<file path="config.mk">
export PLATFORM = sky130hd
export DESIGN_NAME = ix_sched
export DESIGN_NICKNAME = d
export VERILOG_FILES = /design/src/rtl/ix_sched_pkg.sv /design/src/rtl/ix_scoreboard.sv /design/src/rtl/ix_sched.sv
export SDC_FILE = /design/constraint.sdc
export NUM_CORES = 1
export LEC_CHECK = 0
export CORE_UTILIZATION = 55
export DETAILED_ROUTE_END_ITERATION = 16
export PLACE_DENSITY = 0.95
export SETUP_SLACK_MARGIN = 0.3
export SYNTH_ARGS = -nofsm -noshare
export SYNTH_HDL_FRONTEND = slang
export SYNTH_SLANG_ARGS = --single-unit
</file>
<file path="constraint.sdc">
create_clock -name clk -period 6.16 [get_ports clk]
set_input_delay 0.616 -clock clk [delete_from_list [all_inputs] [get_ports clk]]
set_output_delay 0.616 -clock clk [all_outputs]
set_load 0.02 [all_outputs]
</file>
<file path="src/rtl/ix_sched_pkg.sv">
// Shared definitions for the issue-stage scheduler: FSM encoding, default
// in-flight limit and a register-index mask helper.
package ix_sched_pkg;

    localparam int IX_INFLIGHT_MAX = 4;
    localparam int IX_NREGS        = 32;

    typedef enum logic [2:0] {
        ST_IDLE     = 3'd0,
        ST_DRAIN    = 3'd1,
        ST_FI_REQ   = 3'd2,
        ST_FI_WAIT  = 3'd3,
        ST_FI_ISSUE = 3'd4
    } ix_state_t;

    function automatic logic [IX_NREGS-1:0] reg_mask(input logic [4:0] idx);
        return IX_NREGS'(1) << idx;
    endfunction

endpackage

</file>
<file path="src/rtl/ix_scoreboard.sv">
// Per-register busy scoreboard: one bit per architectural register, set on
// issue, cleared on writeback, with x0 hard-wired to not-busy.
module ix_scoreboard
    import ix_sched_pkg::*;
(
    input  logic        clk,
    input  logic        rst,
    input  logic [4:0]  rs1,
    input  logic [4:0]  rs2,
    input  logic [4:0]  rd,
    input  logic        set_en,
    input  logic [4:0]  set_rd,
    input  logic        clr_en,
    input  logic [4:0]  clr_rd,
    output logic [31:0] busy,
    output logic        hazard
);

    logic [IX_NREGS-1:0] busy_q;
    logic [IX_NREGS-1:0] busy_d;

    // Clear is applied before set so a same-cycle issue to the same register wins.
    always_comb begin
        busy_d = busy_q;
        if (clr_en) begin
            busy_d = busy_d & ~reg_mask(clr_rd);
        end
        if (set_en) begin
            busy_d = busy_d | reg_mask(set_rd);
        end
        busy_d[0] = 1'b0;
    end

    always_ff @(posedge clk) begin
        if (rst) begin
            busy_q <= '0;
        end else begin
            busy_q <= busy_d;
        end
    end

    assign busy   = busy_q;
    assign hazard = busy_q[rs1] | busy_q[rs2] | busy_q[rd];

endmodule

</file>
<file path="src/rtl/ix_sched.sv">
// Issue-stage scheduler: holds the decoded instruction until its registers are
// free and the in-flight limit allows, and sequences fence.i.
module ix_sched
    import ix_sched_pkg::*;
#(
    parameter int INFLIGHT_MAX = IX_INFLIGHT_MAX
) (
    input  logic        clk,
    input  logic        rst,
    input  logic        pipe_flush,
    input  logic        dec_ix_valid,
    output logic        dec_ix_ready,
    input  logic [4:0]  dec_ix_rs1,
    input  logic [4:0]  dec_ix_rs2,
    input  logic [4:0]  dec_ix_rd,
    input  logic        dec_ix_wb_en,
    input  logic        dec_ix_legal,
    input  logic        dec_ix_fencei,
    output logic        ix_ex_valid,
    input  logic        ix_ex_ready,
    input  logic        wb_valid,
    input  logic [4:0]  wb_rd,
    input  logic        retire_valid,
    output logic        fencei_req,
    input  logic        fencei_done,
    output logic [31:0] sb_busy,
    output logic        ix_stall
);

    ix_state_t  state;
    ix_state_t  state_next;
    logic [3:0] inflight;
    logic       fi_flushed;
    logic       sb_hazard;
    logic       hazard;
    logic       full;
    logic       fire;
    logic       retire_ok;
    logic       set_en;

    assign hazard    = dec_ix_valid && sb_hazard;
    assign full      = (inflight == 4'(INFLIGHT_MAX));
    assign fire      = ix_ex_valid && ix_ex_ready;
    assign retire_ok = retire_valid && (inflight != 4'd0);
    assign set_en    = fire && dec_ix_wb_en && dec_ix_legal && (dec_ix_rd != 5'd0);

    ix_scoreboard u_scoreboard (
        .clk    (clk),
        .rst    (rst),
        .rs1    (dec_ix_rs1),
        .rs2    (dec_ix_rs2),
        .rd     (dec_ix_rd),
        .set_en (set_en),
        .set_rd (dec_ix_rd),
        .clr_en (wb_valid),
        .clr_rd (wb_rd),
        .busy   (sb_busy),
        .hazard (sb_hazard)
    );

    always_ff @(posedge clk) begin
        if (rst) begin
            state <= ST_IDLE;
        end else begin
            state <= state_next;
        end
    end

    // A flush while the invalidate is outstanding still lets it complete, but
    // the held fence.i must not issue once FI_ISSUE is reached.
    always_ff @(posedge clk) begin
        if (rst) begin
            fi_flushed <= 1'b0;
        end else if ((state == ST_FI_REQ || state == ST_FI_WAIT) && pipe_flush) begin
            fi_flushed <= 1'b1;
        end else if (state == ST_IDLE) begin
            fi_flushed <= 1'b0;
        end
    end

    always_ff @(posedge clk) begin
        if (rst) begin
            inflight <= 4'd0;
        end else begin
            case ({fire, retire_ok})
                2'b10:   inflight <= inflight + 4'd1;
                2'b01:   inflight <= inflight - 4'd1;
                default: inflight <= inflight;
            endcase
        end
    end

    always_comb begin
        state_next = state;
        case (state)
            ST_IDLE: begin
                if (dec_ix_valid && dec_ix_fencei && !pipe_flush) begin
                    state_next = ST_DRAIN;
                end
            end
            ST_DRAIN: begin
                if (pipe_flush) begin
                    state_next = ST_IDLE;
                end else if (inflight == 4'd0) begin
                    state_next = ST_FI_REQ;
                end
            end
            ST_FI_REQ: begin
                state_next = ST_FI_WAIT;
            end
            ST_FI_WAIT: begin
                if (fencei_done) begin
                    state_next = ST_FI_ISSUE;
                end
            end
            ST_FI_ISSUE: begin
                if (fire || pipe_flush || !dec_ix_valid || fi_flushed) begin
                    state_next = ST_IDLE;
                end
            end
            default: begin
                state_next = ST_IDLE;
            end
        endcase
    end

    always_comb begin
        ix_ex_valid = 1'b0;
        fencei_req  = 1'b0;
        case (state)
            ST_IDLE: begin
                ix_ex_valid = dec_ix_valid && !pipe_flush && !hazard && !full && !dec_ix_fencei;
            end
            ST_FI_REQ: begin
                fencei_req = 1'b1;
            end
            ST_FI_ISSUE: begin
                ix_ex_valid = dec_ix_valid && !pipe_flush && !fi_flushed;
            end
            default: begin
                ix_ex_valid = 1'b0;
            end
        endcase
    end

    assign dec_ix_ready = fire || !dec_ix_valid || pipe_flush;
    assign ix_stall     = dec_ix_valid && !pipe_flush && !fire;

endmodule

</file>
==> impl_results.rst <==
.. list-table::
   :header-rows: 1

   * - Metric
     - Value
   * - Run status
     - finished clean
   * - Mean post-synth cell area
     - 8.89 µm²
   * - Cell occurring most often along the worst timing path
     - clkdlybuf4s50_1
   * - Port Buffers
     - 65
   * - Share of async-settable or async-resettable flops after synthesis
     - 0%
   * - Number of hold-slack violations in the final timing report
     - 0
   * - Share of synthesized cell area in full adder, half adder and majority cells
     - between 1.5 and 2%
   * - Total Die Area
     - 5600 µm²
   * - Proportion of netlist area held by the largest area contributor
     - 26.8%
   * - Share of layout cells above drive strength 1
     - under 10%
   * - Number of warnings reported in the yosys synthesis log
     - 0
   * - CP max stage cell
     - clkdlybuf4s50_1
   * - Root Driver
     - clkbuf_8
   * - Number of max-slew violations in the final report
     - 0
   * - Post-layout util
     - a little over two thirds
   * - Source of the worst hold timing path
     - fi_flushed
   * - TritonCTS Sinks
     - 39
   * - Post-CTS setup repair buffer count
     - 0
   * - Antenna violations before repair
     - 0
   * - Final Wtd Congestion
     - 0.969
   * - Slew @ Worst Pin
     - 1.01 ns
   * - Instance count of the mapped netlist
     - 328
   * - Net total in the final layout
     - 413
   * - Stage delay of the slowest cell on the critical path
     - 1.03 ns
   * - Number of remaining DRC errors
     - 0
   * - Antenna viol nets, final
     - 0
   * - Max IR drop VDD
     - 0.126 mV
   * - Via count of the routed design
     - 3055
   * - Routed length per instance
     - 20.5 µm
   * - Cell internal pwr
     - 0.000381 W
   * - Fill cells
     - 401
   * - Initial Util
     - a little under three fifths
   * - Cell breakdown of the critical path
     - clkdlybuf4s50_1 -> mux4_2 -> mux2i_1 -> o21ai_1 -> nor4b_4 -> a22oi_4 -> and2_1 -> clkdlybuf4s50_1
   * - First-pass GRT wire length
     - roughly 14000 µm
   * - Total of hold buffers inserted after clock tree synthesis
     - 0
   * - Nature of the critical path endpoint
     - primary output
   * - Synth top area cells
     - dfxtp_1 27%, mux2i_1 10%, mux4_2 6.2%, nand3_1 4.6%, o31ai_1 4.6%
   * - Commonest cells after routing, fill and taps aside
     - 65 x clkdlybuf4s50_1, 39 x dfxtp_1, 29 x nand2_1, 29 x mux2i_1, 27 x nand3_1
   * - # setup viols final
     - 0
   * - Sequential power share
     - 48.2%
   * - Largest net degree at the start of global routing
     - 35
   * - Simple-gate portion of the synthesized area
     - approximately a quarter
   * - Core Box Area
     - 5110 µm²
   * - Complex-gate fraction of the synthesized area
     - 22.7%
   * - CP Data Required Time
     - 5.54 ns
   * - Top delay family on crit path
     - buffers and inverters
   * - Reported leakage power
     - between 1 and 1.5 nW
   * - Switching portion of total power
     - slightly below 30%
   * - Slew margin rel.
     - 32.9%
   * - Number of nets in the synthesized netlist
     - between 300 and 400
   * - Floorplan die width
     - 74.8 µm
   * - Number of violations of the max-capacitance limit
     - 0
   * - Synth Cell Area
     - 2920 µm²
   * - Antenna Cells
     - 0
   * - FP Rows
     - 26
   * - Xor and xnor fraction of the mapped netlist area
     - less than 1%
   * - Post-DP HPWL
     - 6670 µm
   * - Max Clock Freq
     - 210 MHz
   * - Total routing resource utilization after global routing
     - roughly 34%
   * - Net switching power figure
     - 0.000156 W
   * - Final total negative setup slack
     - 0 ns
   * - Flip-flop and latch count after synthesis
     - 39
   * - Fin crit share
     - 77.4%
   * - Crit Path Class
     - in2out
   * - Number of violations reported at the end of detailed-routing iteration 0
     - approximately 360
   * - DRT Pass-1 Iters
     - 8
   * - Commonest non-fill, non-tap cell in the layout
     - clkdlybuf4s50_1
   * - Routed wire length
     - 9200 µm
   * - Clock-pin slew reported for the worst setup and hold paths after clock tree synthesis
     - 0.08 ns
   * - Vertical extent of the die
     - 74.8 µm
   * - Unique cell type count in the Yosys netlist
     - 56
   * - Seq/Total Area, Yosys
     - a little over a quarter
   * - Worst clock skew
     - 0.0115 ns
   * - Launch point of the worst path
     - dec_ix_rd[1]
   * - Most area-hungry cell type in the Yosys netlist
     - dfxtp_1
   * - Critical path buffers and inverters
     - 2
   * - Power per cell area
     - 150 nW/µm²
   * - Clk pwr share
     - between 30% and 40%
   * - Hold Crit Class
     - reg2reg
   * - Startpoint of the worst register-to-register path
     - u_scoreboard.busy[7]
   * - Area added between synthesis and finish
     - 23.0%
   * - Startpoint types
     - primary input
   * - Shortest period the worst path allows
     - roughly 4.8 ns
   * - Remaining Overflow, GRT
     - 0
   * - Number of synthesized flops with an enable pin
     - 0
   * - Clock tree from TritonCTS
     - built
   * - CTS HTree Levels
     - 2
   * - Clk_lat worst skew
     - 0.30 ns
   * - Cts bufs inserted
     - 5
   * - Logic gate share of total power
     - approximately a fifth
   * - Top FF cell, synth
     - dfxtp_1
   * - Main combinational cell family by area after synthesis
     - simple AND/OR/NAND/NOR gates
   * - Via density
     - 6.80
   * - Count of boundary I/O pins
     - 67
   * - Portion of netlist area occupied by mux cells
     - 17.3%
   * - Critical path arrival
     - 4.15 ns
   * - RSZ-0062 raised after global routing
     - no
   * - Buffer levels on the longest clock path
     - 2
   * - Cells resized by post-CTS repair
     - 0
   * - Via count of the first global-routing pass
     - 2826
   * - Crit-path max FO
     - 34
==> layout make-up <==
cell class	instances	area (µm²)	area share, %
Clock buffer	7	76.3	2.13
Clock inverter	1	5.00	0.139
Inverter	5	18.8	0.523
Multi-Input combinational cell	261	1960	54.7
Sequential cell	39	781	21.8
Tap cell	70	87.6	2.44
Timing Repair Buffer	66	658	18.3
==> worst min-delay path, stage by stage, from the launching register on <==
cell and delay [ns]:
dfxtp_1 0.32, o21ai_0 0.07, a21oi_1 0.06
==> logic make-up after synthesis <==
kind of cell    after synthesis
flops                        39
compound gates               85
other cells                   1
buf+inv                      28
mux                          40
xor+xnor                      3
simple gates                128
fa+ha+maj                     4
==> power groups by stage <==
| stage | sequential (W) | combinational (W) | clock, W |
|---|---|---|---|
| floorplan | 0.000263 | 0.0000709 | 0 |
| global placement | 0.000264 | 0.000103 | 0 |
| detailed placement | 0.000264 | 0.000107 | 0 |
| CTS | 0.000258 | 0.000108 | 0.000168 |
| global route | 0.000259 | 0.000118 | 0.000180 |
| finish | 0.000258 | 0.000110 | 0.000169 |
==> worst paths after layout <==
| kind | slack (ns) | endpoint | cells past startpoint |
|---|---|---|---|
| setup / recovery | 1.39 | ix_stall | 8 |
| hold / removal | 0.50 | fi_flushed | 2 |
| setup reg to reg | 2.32 | inflight[3] | 13 |
| hold reg to reg | 0.50 | fi_flushed | 2 |
==> Yosys cell counts, drive strengths merged, types with 2 or more instances <==
| master | n |
|---|---|
| a21o | 2 |
| a21oi | 11 |
| a22oi | 4 |
| a31oi | 2 |
| and2 | 3 |
| and2b | 2 |
| buf | 14 |
| clkbuf | 9 |
| dfxtp | 39 |
| ha | 3 |
| inv | 5 |
| mux2 | 3 |
| mux2i | 29 |
| mux4 | 8 |
| nand2 | 29 |
| nand2b | 10 |
| nand3 | 27 |
| nand4 | 4 |
| nand4b | 4 |
| nor2 | 16 |
| nor2b | 11 |
| nor3 | 5 |
| nor3b | 4 |
| nor4 | 2 |
| o211ai | 15 |
| o21ai | 10 |
| o22ai | 2 |
| o311ai | 5 |
| o31ai | 19 |
| o41ai | 9 |
| or3 | 2 |
| or4 | 3 |
| xor2 | 2 |
==> per-layer routing <==
metal	up-vias	track usage [%]	wire (µm)
met5	-	0	0
met4	0	16.1	325
met3	42	6.16	935
met2	201	54.6	4340
met1	1449	45.3	3600
li1	1363	-	-
==> stage by stage <==
| step | setup WS [ns] | std cells | hold slack, ns | total power (W) | instance area [µm²] |
|---|---|---|---|---|---|
| 2_1_floorplan | 2.74 | 328 | 0.460 | 0.000334 | 2920 |
| 3_3_place_gp | 1.60 | 441 | 0.471 | 0.000367 | 3510 |
| 3_5_place_dp | 1.35 | 441 | 0.496 | 0.000371 | 3510 |
| 4_1_cts | 1.47 | 449 | 0.507 | 0.000534 | 3590 |
| 5_1_grt | 1.24 | 449 | 0.550 | 0.000557 | 3590 |
| 6_report | 1.39 | 449 | 0.500 | 0.000537 | 3590 |
==> registers in the layout, indices dropped and copies added (netlist names) <==
signal,cells
inflight,4
fi_flushed,1
u_scoreboard.busy,31
state,3
(Power assumes the default switching activity.)
